--- config.mk ---
export PLATFORM = sky130hd
export DESIGN_NAME = map_ram_arbiter
export DESIGN_NICKNAME = d
export VERILOG_FILES = /design/src/rtl/map_ram_arbiter_pkg.sv /design/src/rtl/map_ram_arbiter_rr_pick3.sv /design/src/rtl/map_ram_arbiter.sv
export SDC_FILE = /design/constraint.sdc
export NUM_CORES = 1
export LEC_CHECK = 0
export ABC_AREA = 1
export CAP_MARGIN = 25
export CORE_MARGIN = 2
export CORE_UTILIZATION = 43
export CTS_BUF_LIST = sky130_fd_sc_hd__clkbuf_4
export DETAILED_ROUTE_END_ITERATION = 12
export PLACE_DENSITY = 0.82
export SLEW_MARGIN = 15
export SYNTH_ARGS = -nofsm -noshare
export SYNTH_HDL_FRONTEND = slang
export SYNTH_SLANG_ARGS = --single-unit
--- constraint.sdc ---
create_clock -name clk -period 1.8 [get_ports clk]
set_input_delay 0.27 -clock clk [delete_from_list [all_inputs] [get_ports clk]]
set_output_delay 0.27 -clock clk [all_outputs]
set_load 0.02 [all_outputs]
--- src/rtl/map_ram_arbiter_pkg.sv ---
// Shared definitions for the map RAM and the blocks that access it.
package map_ram_arbiter_pkg;

  // Map RAM geometry: 16x16 grid of 4-bit cell codes
  localparam int unsigned MAP_ADDR_W   = 8;
  localparam int unsigned MAP_DATA_W   = 4;

  // Arbiter sizing; the picker is a fixed 3-way design
  localparam int unsigned MAP_N_REQ    = 3;
  localparam int unsigned MAP_LOCK_MAX = 16;

  // Requester identities (bit position in req/gnt/rvalid)
  typedef enum logic [1:0] {
    REQ_SNAKE = 2'd0,
    REQ_FOOD  = 2'd1,
    REQ_DISP  = 2'd2
  } req_id_t;

  // Cell codes stored in the map RAM
  typedef enum logic [3:0] {
    CELL_EMPTY = 4'h0,
    CELL_BODY  = 4'h1,
    CELL_FOOD  = 4'h2,
    CELL_WALL  = 4'h3
  } cell_t;

  // Ownership state of the arbiter
  typedef enum logic {
    ST_UNLOCKED = 1'b0,
    ST_LOCKED   = 1'b1
  } lock_state_t;

  // Next requester index in round-robin order, wrapping 2 -> 0
  function automatic logic [1:0] rr_next(input logic [1:0] id);
    return (id >= 2'd2) ? 2'd0 : id + 2'd1;
  endfunction

endpackage

--- src/rtl/map_ram_arbiter_rr_pick3.sv ---
// Combinational 3-way round-robin picker: first eligible requester at or after ptr.
module rr_pick3
  import map_ram_arbiter_pkg::*;
(
  input  logic [2:0] eligible,
  input  logic [1:0] ptr,
  output logic       valid,
  output logic [1:0] winner
);

  // Search order ptr, ptr+1, ptr+2 (mod 3); winner is don't-care when nothing is eligible
  always_comb begin
    valid  = |eligible;
    winner = REQ_SNAKE;
    case (ptr)
      2'd1: begin
        if (eligible[1])      winner = REQ_FOOD;
        else if (eligible[2]) winner = REQ_DISP;
        else                  winner = REQ_SNAKE;
      end
      2'd2: begin
        if (eligible[2])      winner = REQ_DISP;
        else if (eligible[0]) winner = REQ_SNAKE;
        else                  winner = REQ_FOOD;
      end
      default: begin
        if (eligible[0])      winner = REQ_SNAKE;
        else if (eligible[1]) winner = REQ_FOOD;
        else                  winner = REQ_DISP;
      end
    endcase
  end

endmodule

--- src/rtl/map_ram_arbiter.sv ---
// Round-robin arbiter sharing the single-port map RAM between snake mover,
// food generator and VGA renderer, with an optional ownership lock for
// read-modify-write sequences and a timeout that force-releases a stale lock.
module map_ram_arbiter
  import map_ram_arbiter_pkg::*;
#(
  parameter int unsigned ADDR_W   = MAP_ADDR_W,
  parameter int unsigned DATA_W   = MAP_DATA_W,
  parameter int unsigned N_REQ    = MAP_N_REQ,
  parameter int unsigned LOCK_MAX = MAP_LOCK_MAX
) (
  input  logic                      clk,
  input  logic                      rst_n,
  input  logic [N_REQ-1:0]          req,
  input  logic [N_REQ-1:0]          req_we,
  input  logic [N_REQ-1:0]          req_lock,
  input  logic [N_REQ*ADDR_W-1:0]   req_addr,
  input  logic [N_REQ*DATA_W-1:0]   req_wdata,
  output logic [N_REQ-1:0]          gnt,
  output logic [N_REQ-1:0]          rvalid,
  output logic [DATA_W-1:0]         rdata,
  output logic [ADDR_W-1:0]         ram_addr,
  output logic [DATA_W-1:0]         ram_wdata,
  output logic                      ram_re,
  output logic                      ram_we,
  input  logic [DATA_W-1:0]         ram_rdata,
  output logic                      lock_err
);

  localparam int unsigned CNT_W = $clog2(LOCK_MAX + 1);

  // Lock FSM state
  lock_state_t          r_state;
  logic [1:0]           r_owner;
  logic [CNT_W-1:0]     r_lock_cnt;
  logic                 r_lock_err;

  // Issue pipeline state
  logic [1:0]           r_ptr;
  logic [N_REQ-1:0]     r_gnt;
  logic [N_REQ-1:0]     r_rvalid;
  logic [ADDR_W-1:0]    r_ram_addr;
  logic [DATA_W-1:0]    r_ram_wdata;
  logic                 r_ram_re;
  logic                 r_ram_we;

  // Combinational decisions
  lock_state_t          w_nxt_state;
  logic [1:0]           w_nxt_owner;
  logic [CNT_W-1:0]     w_nxt_cnt;
  logic                 w_nxt_err;
  logic [N_REQ-1:0]     w_owner_mask;
  logic [N_REQ-1:0]     w_eligible;
  logic                 w_pick_valid;
  logic [1:0]           w_pick_winner;
  logic [N_REQ-1:0]     w_win_oh;
  logic                 w_win_we;
  logic                 w_win_lock;
  logic                 w_timeout;
  logic                 w_issue;
  logic [ADDR_W-1:0]    w_addr;
  logic [DATA_W-1:0]    w_wdata;

  // A requester granted last cycle still shows its stale req; mask it. While locked only the owner may win.
  assign w_owner_mask = N_REQ'(1) << r_owner;
  assign w_eligible   = req & ~r_gnt & ((r_state == ST_LOCKED) ? w_owner_mask : {N_REQ{1'b1}});

  rr_pick3 u_pick (
    .eligible (w_eligible),
    .ptr      (r_ptr),
    .valid    (w_pick_valid),
    .winner   (w_pick_winner)
  );

  // The timeout cycle releases the lock and issues nothing
  assign w_timeout  = (r_state == ST_LOCKED) && (r_lock_cnt == CNT_W'(LOCK_MAX));
  assign w_issue    = w_pick_valid && !w_timeout;
  assign w_win_oh   = N_REQ'(1) << w_pick_winner;
  assign w_win_we   = |(req_we & w_win_oh);
  assign w_win_lock = |(req_lock & w_win_oh);

  // Select the winning requester's address and write data
  always_comb begin
    w_addr  = '0;
    w_wdata = '0;
    for (int unsigned i = 0; i < N_REQ; i++) begin
      if (w_win_oh[i]) begin
        w_addr  = req_addr[i*ADDR_W +: ADDR_W];
        w_wdata = req_wdata[i*DATA_W +: DATA_W];
      end
    end
  end

  // Lock FSM next state: take/keep/release ownership and run the stale-lock counter
  always_comb begin
    w_nxt_state = r_state;
    w_nxt_owner = r_owner;
    w_nxt_cnt   = r_lock_cnt;
    w_nxt_err   = r_lock_err;
    case (r_state)
      ST_UNLOCKED: begin
        if (w_issue && w_win_lock) begin
          w_nxt_state = ST_LOCKED;
          w_nxt_owner = w_pick_winner;
          w_nxt_cnt   = '0;
        end
      end
      ST_LOCKED: begin
        if (w_timeout) begin
          w_nxt_state = ST_UNLOCKED;
          w_nxt_cnt   = '0;
          w_nxt_err   = 1'b1;
        end else if (w_issue) begin
          w_nxt_cnt = '0;
          if (!w_win_lock) begin
            w_nxt_state = ST_UNLOCKED;
          end
        end else begin
          w_nxt_cnt = r_lock_cnt + CNT_W'(1);
        end
      end
      default: begin
        w_nxt_state = ST_UNLOCKED;
      end
    endcase
  end

  // Lock FSM state register
  always_ff @(posedge clk or negedge rst_n) begin
    if (!rst_n) begin
      r_state    <= ST_UNLOCKED;
      r_owner    <= 2'd0;
      r_lock_cnt <= '0;
      r_lock_err <= 1'b0;
    end else begin
      r_state    <= w_nxt_state;
      r_owner    <= w_nxt_owner;
      r_lock_cnt <= w_nxt_cnt;
      r_lock_err <= w_nxt_err;
    end
  end

  // Issue stage: drive the RAM, pulse gnt, advance the rr pointer; rvalid follows a read by one cycle
  always_ff @(posedge clk or negedge rst_n) begin
    if (!rst_n) begin
      r_ptr       <= 2'd0;
      r_gnt       <= '0;
      r_rvalid    <= '0;
      r_ram_addr  <= '0;
      r_ram_wdata <= '0;
      r_ram_re    <= 1'b0;
      r_ram_we    <= 1'b0;
    end else begin
      r_gnt    <= w_issue ? w_win_oh : '0;
      r_ram_re <= w_issue & ~w_win_we;
      r_ram_we <= w_issue & w_win_we;
      r_rvalid <= r_ram_re ? r_gnt : '0;
      if (w_issue) begin
        r_ram_addr  <= w_addr;
        r_ram_wdata <= w_wdata;
        r_ptr       <= rr_next(w_pick_winner);
      end
    end
  end

  assign gnt       = r_gnt;
  assign rvalid    = r_rvalid;
  assign ram_addr  = r_ram_addr;
  assign ram_wdata = r_ram_wdata;
  assign ram_re    = r_ram_re;
  assign ram_we    = r_ram_we;
  assign lock_err  = r_lock_err;
  assign rdata     = ram_rdata;

endmodule

# ---- After elaboration in Yosys (flattened, before gate mapping)
# Cells that the tools add are included.
dict set report word_totals {
  regBits 31
  inputBits 51
}
dict set report op_classes {
  addsub 2
  magnitude_cmp 1
  eq_ne 4
  shifts 2
  n_mux 26
  n_bitwise 9
  reduce_logical 9
}
# cell n
set ops {}
lappend ops {{8-bit 2-to-1 mux} 3}
lappend ops {{5-bit 2-to-1 mux} 3}
lappend ops {{3-bit bitwise AND} 4}
lappend ops {{2-bit 2-to-1 mux} 6}
lappend ops {{4-bit 2-to-1 mux} 3}
lappend ops {{5-bit one-hot mux with 2 select lines} 1}
lappend ops {{3-bit 2-to-1 mux} 3}
lappend ops {{3-bit OR reduction} 3}
lappend ops {{1-bit by 2-bit left shift with 3-bit output, first input constant} 2}
lappend ops {{5-bit by 1-bit adder with 5-bit output, second input constant} 1}
lappend ops {{5-bit equality test, second input constant} 1}
lappend ops {{1-bit 2-to-1 mux} 5}
lappend ops {{2-bit one-hot mux with 2 select lines} 1}
lappend ops {{2-bit AND reduction} 2}
lappend ops {{1-bit logical AND} 3}
lappend ops {{3-bit NOT} 1}
lappend ops {{2-bit by 1-bit adder with 2-bit output, second input constant} 1}
lappend ops {{1-bit bitwise AND} 2}
lappend ops {{2-bit by 1-bit equality test with 1-bit output, second input constant} 1}
lappend ops {{2-bit equality test, second input constant} 1}
lappend ops {{2-bit >= comparator, second input constant} 1}
lappend ops {{2-bit != test, second input constant} 1}
lappend ops {{1-bit NOT} 2}
lappend ops {{1-bit one-hot mux with 2 select lines} 1}
lappend ops {{1-bit logical NOT} 1}

# ---- Logic depth before layout (Yosys ltp)
# Gate-level depths: netlist (run 1).
dict set report logic_depth {
  depth_word 13
  ltp_mapped 15
  ltp_nobuf 14
}

# ---- Cells and area by module
# Synthesis (run 1) repeated with hierarchy kept, for this count alone.
dict set report unflattened {
  hier_cells 230
  area_unflattened_um2 1715.4
}
# mod instances cells_per_inst area_each_um2
set by_module_without_submodules {}
lappend by_module_without_submodules {map_ram_arbiter 1 210 1614.0}
lappend by_module_without_submodules {rr_pick3 1 20 101.3}

# ---- Worst setup path before layout (run 1)
# Ideal clock, no wire load.
dict set report synth_path {
  path_type {register to register}
  startpoint {reg r_gnt[1] (netlist: gnt[1])}
  endpoint {reg r_lock_cnt[2]}
  t_arrival_ns 1.530
  required_ns 1.682
  slack_ns 0.153
  path_stages_with_launch 11
  path_buffers 0
  cell_sequence {dfrtp_1 > nor2_1 > nand2_1 > nand2_1 > nor2_2 > a21oi_2 > nand4_1 > nand3_2 > nand2_2 > nand3_1 > nand2_1}
}
dict set report synth_via {
  elab_chain_cells 11
  word_cells_on_any_way 17
  classes_between {eq/ne (1); shift (1); mux (7); bitwise (4); reduce/logical (4)}
}
# element line
set synth_lines {}
lappend synth_lines {{start, declared} map_ram_arbiter.sv:40} ;# logic [N_REQ-1:0] r_gnt;
lappend synth_lines {{start signal, assigned} map_ram_arbiter.sv:154} ;# r_gnt <= w_issue ? w_win_oh : '0;
lappend synth_lines {{3-bit NOT *} map_ram_arbiter.sv:66} ;# assign w_eligible = req & ~r_gnt & ((r_state == ST_LOCKED) ? w_owner_mask : {N_REQ{1'b1}});
lappend synth_lines {{3-bit bitwise AND * (2 in a row)} map_ram_arbiter.sv:66}
lappend synth_lines {{2-bit 2-to-1 mux} map_ram_arbiter_rr_pick3.sv:28} ;# else if (eligible[1]) winner = REQ_FOOD;
lappend synth_lines {{2-bit 2-to-1 mux} map_ram_arbiter_rr_pick3.sv:27} ;# if (eligible[0]) winner = REQ_SNAKE;
lappend synth_lines {{2-bit one-hot mux with 2 select lines} map_ram_arbiter_rr_pick3.sv:15} ;# case (ptr)
lappend synth_lines {{1-bit by 2-bit left shift with 3-bit output} map_ram_arbiter.sv:78} ;# assign w_win_oh = N_REQ'(1) << w_pick_winner;
lappend synth_lines {{3-bit bitwise AND} map_ram_arbiter.sv:80} ;# assign w_win_lock = |(req_lock & w_win_oh);
lappend synth_lines {{3-bit OR reduction} map_ram_arbiter.sv:80}
lappend synth_lines {{1-bit logical AND} map_ram_arbiter.sv:102} ;# if (w_issue && w_win_lock) begin
lappend synth_lines {{2-bit != test (no source line)} n/a}
lappend synth_lines {{end signal, assigned} map_ram_arbiter.sv:138} ;# r_lock_cnt <= w_nxt_cnt;
lappend synth_lines {{end, declared} map_ram_arbiter.sv:35} ;# logic [CNT_W-1:0] r_lock_cnt;
# Every way passes the cells marked *; elsewhere a longest branch is shown, timed or not.
# A chain may end at the register's enable or synchronous reset.

# ---- Worst setup path in the final report (run 1)
dict set report layout_path {
  startpoint {reg r_owner[1]}
  endpoint {reg r_owner[0]}
}
dict set report layout_via {
  elab_chain_cells 11
  word_cells_on_any_way 17
  classes_between {shift (2); mux (8); bitwise (2); reduce/logical (5)}
}
# element line
set layout_lines {}
lappend layout_lines {{start, declared} map_ram_arbiter.sv:34} ;# logic [1:0] r_owner;
lappend layout_lines {{start signal, assigned} map_ram_arbiter.sv:137} ;# r_owner <= w_nxt_owner;
lappend layout_lines {{1-bit by 2-bit left shift with 3-bit output *} map_ram_arbiter.sv:65} ;# assign w_owner_mask = N_REQ'(1) << r_owner;
lappend layout_lines {{3-bit 2-to-1 mux *} map_ram_arbiter.sv:66}
lappend layout_lines {{3-bit bitwise AND *} map_ram_arbiter.sv:66}
lappend layout_lines {{2-bit 2-to-1 mux (tied with other cells)} map_ram_arbiter_rr_pick3.sv:28}
lappend layout_lines {{2-bit 2-to-1 mux (on tied branches)} {map_ram_arbiter_rr_pick3.sv:27, map_ram_arbiter_rr_pick3.sv:17, map_ram_arbiter_rr_pick3.sv:22}}
lappend layout_lines {{2-bit one-hot mux with 2 select lines} map_ram_arbiter_rr_pick3.sv:15}
lappend layout_lines {{1-bit by 2-bit left shift with 3-bit output} map_ram_arbiter.sv:78}
lappend layout_lines {{3-bit bitwise AND} map_ram_arbiter.sv:80}
lappend layout_lines {{3-bit OR reduction} map_ram_arbiter.sv:80}
lappend layout_lines {{1-bit logical AND} map_ram_arbiter.sv:102}
lappend layout_lines {{2-bit AND reduction (no source line)} n/a}
# Marked as above.

==> reports/results.ini, run 1 <==
[layout]
fin_cells = 349
area_growth_pct = 56.5
antenna_cells = 0
drive_gt1_frac = 0.244
final_area_um2 = 2740
post-route-util = 0.694
fin_nets = 354

[global_route]
grt_pass1_vias = 1618
grt_pass1_wl_mm = 7.09
gr-total-overflow = 0
grt.total_usage = 0.213
antenna_found_initial = 0
grt_max_degree = 32

[floorplan]
rows = 23
io_pins = 76
die_x_um = 67.8
die_height_um = 67.8
dieArea_um2 = 4590
start_util = 0.443
core-area_um2 = 3940

[sta]
finalHoldViolations = 0
finalMaxSlewViolations = 0
relSlewSlack = 0.745
fmax_mhz = 572
fin_skew_ns = 0.00958
tightest_slew_ns = 0.383
rsz0062_at_grt = true
period_needed_ns = 1.75
fin_crit_sh = 0.971
setup_violations = 0
final.setup.tns_ns = 0

[detailed_routing]
drtIter0Drc = 121
vias = 1704
drc = 0
wire_per_inst_um = 13.0
via_per_inst = 4.88
first_pass_iters = 5
drtAntennaViolNets = 0
wirelength_mm = 4.55

[setup_path]
slowest_stage = dfrtp_1
slowest_delay_ns = 0.42
critPathKind = reg -> reg
required_ns = 2.04
crit_buf_inv = 2
crit_family = simple AND/OR/NAND/NOR gates
worstPathArrival_ns = 1.98
start_kind = flip-flop
worstPathCellList = inv_1, nand2_1, nand2_2, nand2_2, nand2_2, nor2_4, inv_2, nand2_8, nand4_1, nand3_2, nand3_1, nand2_1, nand2_1
cp_max_fo = 6
cp-end-kind = flip-flop

[clocking]
cts_tree = yes
holdBufCountCts = 0
cts-root-to-sink-buffers = 2
cts.htree.levels = 2
numCtsBuffers = 5
clockRootBuffer = clkbuf_4
clkTransAtPathRegs_ns = 0.09
clkLatencyLatePin_ns = 0.34
cts.sinks = 31

[pwr]
power_density_nw_per_um2 = 1800
finalPower_w = 0.00491
p_leak_nw = 1.31
ir_drop_v = 0.00105

[placement]
port_buffers = 67
dp_cells = 339
place_hpwl_mm = 3.31
gp_congestion = 0.800
place_area_um2 = 2540

[outcome]
outcome = completed

[synth]
synth_area_leaders = dfrtp_1 44%, nand2_1 16%, nand3_1 5.2%, inv_1 4.3%, a21oi_2 3.5%
async_flop_share = 1.00
synth_seq_cells = 31
syn_inst = 214
synth_seq_area_share = 0.444
synth.distinct_cells = 30
yosysMostFrequentCell = nand2_1
synth.top_cell.area_share = 0.444
syn_area_per_cell_um2 = 8.17
synth-edff-count = 0
ys_warn_count = 0
yosysTopAreaCell = dfrtp_1
netlist_area_um2 = 1750
synthFlopType = dfrtp_1
synth_top_cells_by_count = 74 x nand2_1, 31 x dfrtp_1, 20 x inv_1, 18 x nand3_1
syn-num-nets = 269

[hold_path]
hold_path_class = in -> async

[flow_run]
cap_violations = 0

==> timing repair <==
item                       CTS  global route
setup buffers                0             2
gates cloned                 0             1
gates resized for setup      2            28
pin swaps                    0             8
setup endpoints to repair    7            21
==> worst paths after layout <==
check	cells past startpoint	slack, ns	from	end
min in group clk	3	0.47	req_addr[13]	ram_addr[5]$_DFFE_PN0P_
hold reg to reg	2	0.47	lock_err$_DFFE_PN0P_	lock_err$_DFFE_PN0P_
hold / removal	2	0.31	rst_n	gnt[1]$_DFF_PN0_
setup reg to reg	13	0.05	r_owner[1]$_DFFE_PN0P_	r_owner[0]$_DFFE_PN0P_
setup / recovery	13	0.05	r_owner[1]$_DFFE_PN0P_	r_owner[0]$_DFFE_PN0P_
max in group asynchronous	2	1.19	rst_n	r_state$_DFF_PN0_
==> cell usage in the layout (no fill, tap or decap), types with 6 or more instances in the layout <==
cell             instances
nand2_1                 66
nand2_2                 13
nand4_1                  6
a21oi_2                  6
buf_4                   14
nand3_1                 18
inv_1                   18
a21oi_1                  6
clkdlybuf4s50_1         67
dfrtp_1                 30
==> registers in the layout, indices dropped and copies added, names as in the netlist <==
register,cells
ram_we,1
rvalid,3
ram_re,1
ram_wdata,4
r_state,1
ram_addr,8
lock_err,1
r_ptr,2
gnt,3
r_owner,2
r_lock_cnt,5
==> layout make-up <==
cell class              count  area (um2)
well taps                  50        62.6
flip-flops and latches     31         777
clock buffers               5        37.5
repair buffers             84         810
clock inverters             2        8.76
inverters                  24        92.6
multi-input cells         153         947
fillers                   319        1210
==> cell families (layout without fill, tap and decap cells) <==
| group | count (synthesis) | in the layout | share of synthesized area |
|---|---|---|---|
| compound gates | 23 | 23 | 0.0866 |
| xor+xnor | 3 | 3 | 0.0150 |
| fa+ha+maj | 4 | 4 | 0.0286 |
| buf+inv | 31 | 115 | 0.0845 |
| flops | 31 | 31 | 0.444 |
| simple gates | 122 | 123 | 0.341 |
==> metal layers <==
layer,global-route usage,share of wire
met5,0,0
met2,0.365,0.51
met3,0.0783,0.079
met1,0.245,0.39
met4,0.0689,0.014
==> per-stage QoR <==
step	setup WS (ns)	hold WS (ns)
2_1_floorplan	0.153	-0.0256
3_3_place_gp	-0.187	0.444
3_5_place_dp	-0.213	0.465
4_1_cts	0.0408	0.316
5_1_grt	-0.0193	0.359
6_report	0.0519	0.310
==> power by group <==
part | switching, W | total (W) | internal [W]
combinational | 0.00190 | 0.00335 | 0.00145
clock | 0.000240 | 0.000378 | 0.000138
sequential | 0.000203 | 0.00118 | 0.000980
total | 0.00234 | 0.00491 | 0.00257
No activity file was read; power rests on OpenSTA's default activity.
==> inputs of run 2 (changes only) <==
--- a/config.mk
+++ b/config.mk
@@ -9,7 +9,7 @@
 export CAP_MARGIN = 25
 export CORE_MARGIN = 2
 export CORE_UTILIZATION = 43
-export CTS_BUF_LIST = sky130_fd_sc_hd__clkbuf_4
+export CTS_BUF_LIST = sky130_fd_sc_hd__clkbuf_8
 export DETAILED_ROUTE_END_ITERATION = 12
 export PLACE_DENSITY = 0.82
 export SLEW_MARGIN = 15
==> reports/results.ini, run 2 (synthesized netlist as in run 1, its figures left out) <==
[outcome]
outcome = completed

[setup_path]
timing.rr.start = r_owner[1]$_DFFE_PN0P_
cp-end-kind = flip-flop
cp_max_fo = 6  ; unchanged
crit_top_cell = nand2_1
slowest_delay_ns = 0.39  ; -0.03 ns
rrSetupSlack_ns = 0.08  ; +0.03 ns
critPathKind = reg -> reg
ff2ff_path_depth = 13  ; unchanged
crit_buf_inv = 2  ; unchanged
worstPathArrival_ns = 1.89  ; -0.09 ns
slowest_stage = dfrtp_1
crit_family = simple AND/OR/NAND/NOR gates
rr_endpoint = r_owner[0]$_DFFE_PN0P_
worstPathCellList = inv_1, nand2_1, nand2_2, nand2_1, nand2_2, nor2_4, inv_2, nand2_8, nand4_1, nand3_2, nand3_1, nand2_1, nand2_1
required_ns = 1.97  ; -0.07 ns
start_kind = flip-flop

[placement]
pre_cts_ws_ns = -0.213  ; unchanged
place_hpwl_mm = 3.31  ; unchanged
gp_congestion = 0.800  ; unchanged
port_buffers = 67  ; unchanged

[global_route]
grt_max_degree = 32  ; unchanged
antenna_found_initial = 0  ; unchanged
grtUsageMet2 = 0.362  ; -0.00368
grt.busiest_layer = met2
grt_pass1_wl_mm = 7.00  ; -1.3%
globalRouteMet1Util = 0.233  ; -0.0121
gr-total-overflow = 0  ; unchanged
gr-usage-met3 = 0.0800  ; +0.00167
grt_pass1_vias = 1640  ; +1.4%
grt.total_usage = 0.210  ; -0.00297

[detailed_routing]
vias = 1705  ; +0.059%
wire_per_inst_um = 12.9  ; -0.66%
drc = 0  ; unchanged
wirelength_mm = 4.49  ; -1.2%
first_pass_iters = 4  ; -1
via_per_inst = 4.91  ; +0.64%
drtIter0Drc = 76  ; -37%
drtAntennaViolNets = 0  ; unchanged

[clocking]
cts.sinks = 31  ; unchanged
holdBufCountCts = 0  ; unchanged
cts-root-to-sink-buffers = 2  ; unchanged
numCtsBuffers = 5  ; unchanged
clkTransAtPathRegs_ns = 0.07  ; -0.02 ns
clockRootBuffer = clkbuf_8
cts.htree.levels = 2  ; unchanged
cts_tree = yes
clkLatencyLatePin_ns = 0.29  ; -0.05 ns
post-cts-setup-buffer-count = 0  ; unchanged

[sta]
fin_crit_sh = 0.953  ; -0.0178
tightest_slew_ns = 0.396  ; +0.0131 ns
finalHoldViolations = 0  ; unchanged
relSlewSlack = 0.736  ; -0.00876
worst_slack_ns = 0.0840  ; +0.0321 ns
finalMaxSlewViolations = 0  ; unchanged
fin_skew_ns = 0.00933  ; -0.000253 ns
fmax_mhz = 583  ; +1.9%
period_needed_ns = 1.72  ; -0.0321 ns
setup_violations = 0  ; unchanged

[floorplan]
start_util = 0.443  ; unchanged
rows = 23  ; unchanged
core-area_um2 = 3940  ; unchanged
io_pins = 76  ; unchanged
dieArea_um2 = 4590  ; unchanged
die_x_um = 67.8  ; unchanged
die_height_um = 67.8  ; unchanged

[layout]
layout_common_cells = 68 x nand2_1, 67 x clkdlybuf4s50_1, 30 x dfrtp_1, 18 x inv_1, 17 x nand3_1
drive_gt1_frac = 0.236  ; -0.00846
area_growth_pct = 57.5
antenna_cells = 0  ; unchanged
fin_nets = 352  ; -0.56%
post-route-util = 0.698  ; +0.00444
layout_commonest_cell = nand2_1
largest_register_ffs = 8  ; unchanged

[pwr]
power_density_nw_per_um2 = 1840  ; +2.4%
p_sw_w = 0.00236  ; +0.60%
p_leak_nw = 1.32  ; +0.65%
p_sw_frac = 0.466  ; -0.0112
internal-power_w = 0.00270  ; +5.2%
clkPwrFrac = 0.111  ; +0.034
p_comb_frac = 0.656  ; -0.026
ir_drop_v = 0.00107  ; +1.9%
p_seq_frac = 0.233  ; -0.008

[hold_path]
hold_path_class = in -> async

[flow_run]
cap_violations = 0  ; unchanged

-- run 2: layer usage --
layer,wire length [um],up-vias
met1,1850,792
met5,0,-
met3,296,9
li1,-,850
met4,76,0
met2,2270,54
-- run 2: final cells by class --
type / count / area, um2
fillers: 309 / 1190
multi-input cells: 153 / 938
repair buffers: 82 / 795
flip-flops and latches: 31 / 777
inverters: 24 / 92.6
clock buffers: 6 / 82.6
well taps: 50 / 62.6
clock inverters: 1 / 5.00
-- run 2: worst max-delay path by stage --
stage,endpoint,cells past startpoint,start,slack (ns)
2_1_floorplan,r_lock_cnt[2]$_DFFE_PN0P_,10,gnt[1]$_DFF_PN0_,0.15
3_3_place_gp,ram_addr[4]$_DFFE_PN0P_,14,req[1],-0.19
3_5_place_dp,ram_re$_DFF_PN0_,11,req[1],-0.21
4_1_cts,ram_addr[7]$_DFFE_PN0P_,10,r_ptr[0]$_DFFE_PN0P_,-0.008
5_1_grt,r_lock_cnt[0]$_DFFE_PN0P_,13,r_owner[1]$_DFFE_PN0P_,-0.04
6_report,r_owner[0]$_DFFE_PN0P_,13,r_owner[1]$_DFFE_PN0P_,0.08
-- run 2: stage by stage --
stage	total power (W)	cells	hold slack, ns	area [um2]	setup TNS [ns]
global route	0.00543	347	0.432	2750	-0.213
finish	0.00506	347	0.376	2750	0
detailed placement	0.00412	339	0.465	2540	-4.19
global placement	0.00404	339	0.444	2540	-3.59
floorplan	0.00302	214	-0.0256	1750	0
CTS	0.00470	346	0.386	2630	-0.0210
-- run 2: power groups by stage --
stage	registers, W	clock network [W]	logic [W]
floorplan	0.00138	0	0.00164
global placement	0.00116	0	0.00288
detailed placement	0.00117	0	0.00295
CTS	0.00116	0.000562	0.00297
global route	0.00121	0.000592	0.00363
finish	0.00118	0.000560	0.00332
-- run 2: worst reg2reg max path, cell delays in order (launching register included) --
cell and delay (ns):
dfrtp_1 0.39, inv_1 0.05, nand2_1 0.06, nand2_2 0.08
nand2_1 0.10, nand2_2 0.09, nor2_4 0.17, inv_2 0.08
nand2_8 0.11, nand4_1 0.10, nand3_2 0.12, nand3_1 0.11
nand2_1 0.09, nand2_1 0.05
-- run 2: repair_timing --
action | 4_1_cts | 5_1_grt
gates resized for setup | 0 | 28
setup endpoints to repair | 6 | 22
pin swaps | 0 | 7
cloned | 0 | 1
==> inputs of run 3 (changes only) <==
--- a/config.mk
+++ b/config.mk
@@ -6,7 +6,6 @@
 export NUM_CORES = 1
 export LEC_CHECK = 0
 export ABC_AREA = 1
-export CAP_MARGIN = 25
 export CORE_MARGIN = 2
 export CORE_UTILIZATION = 43
 export CTS_BUF_LIST = sky130_fd_sc_hd__clkbuf_8
==> results of run 3 <==
The final DEF is identical to that of run 2; final timing and power are the same.
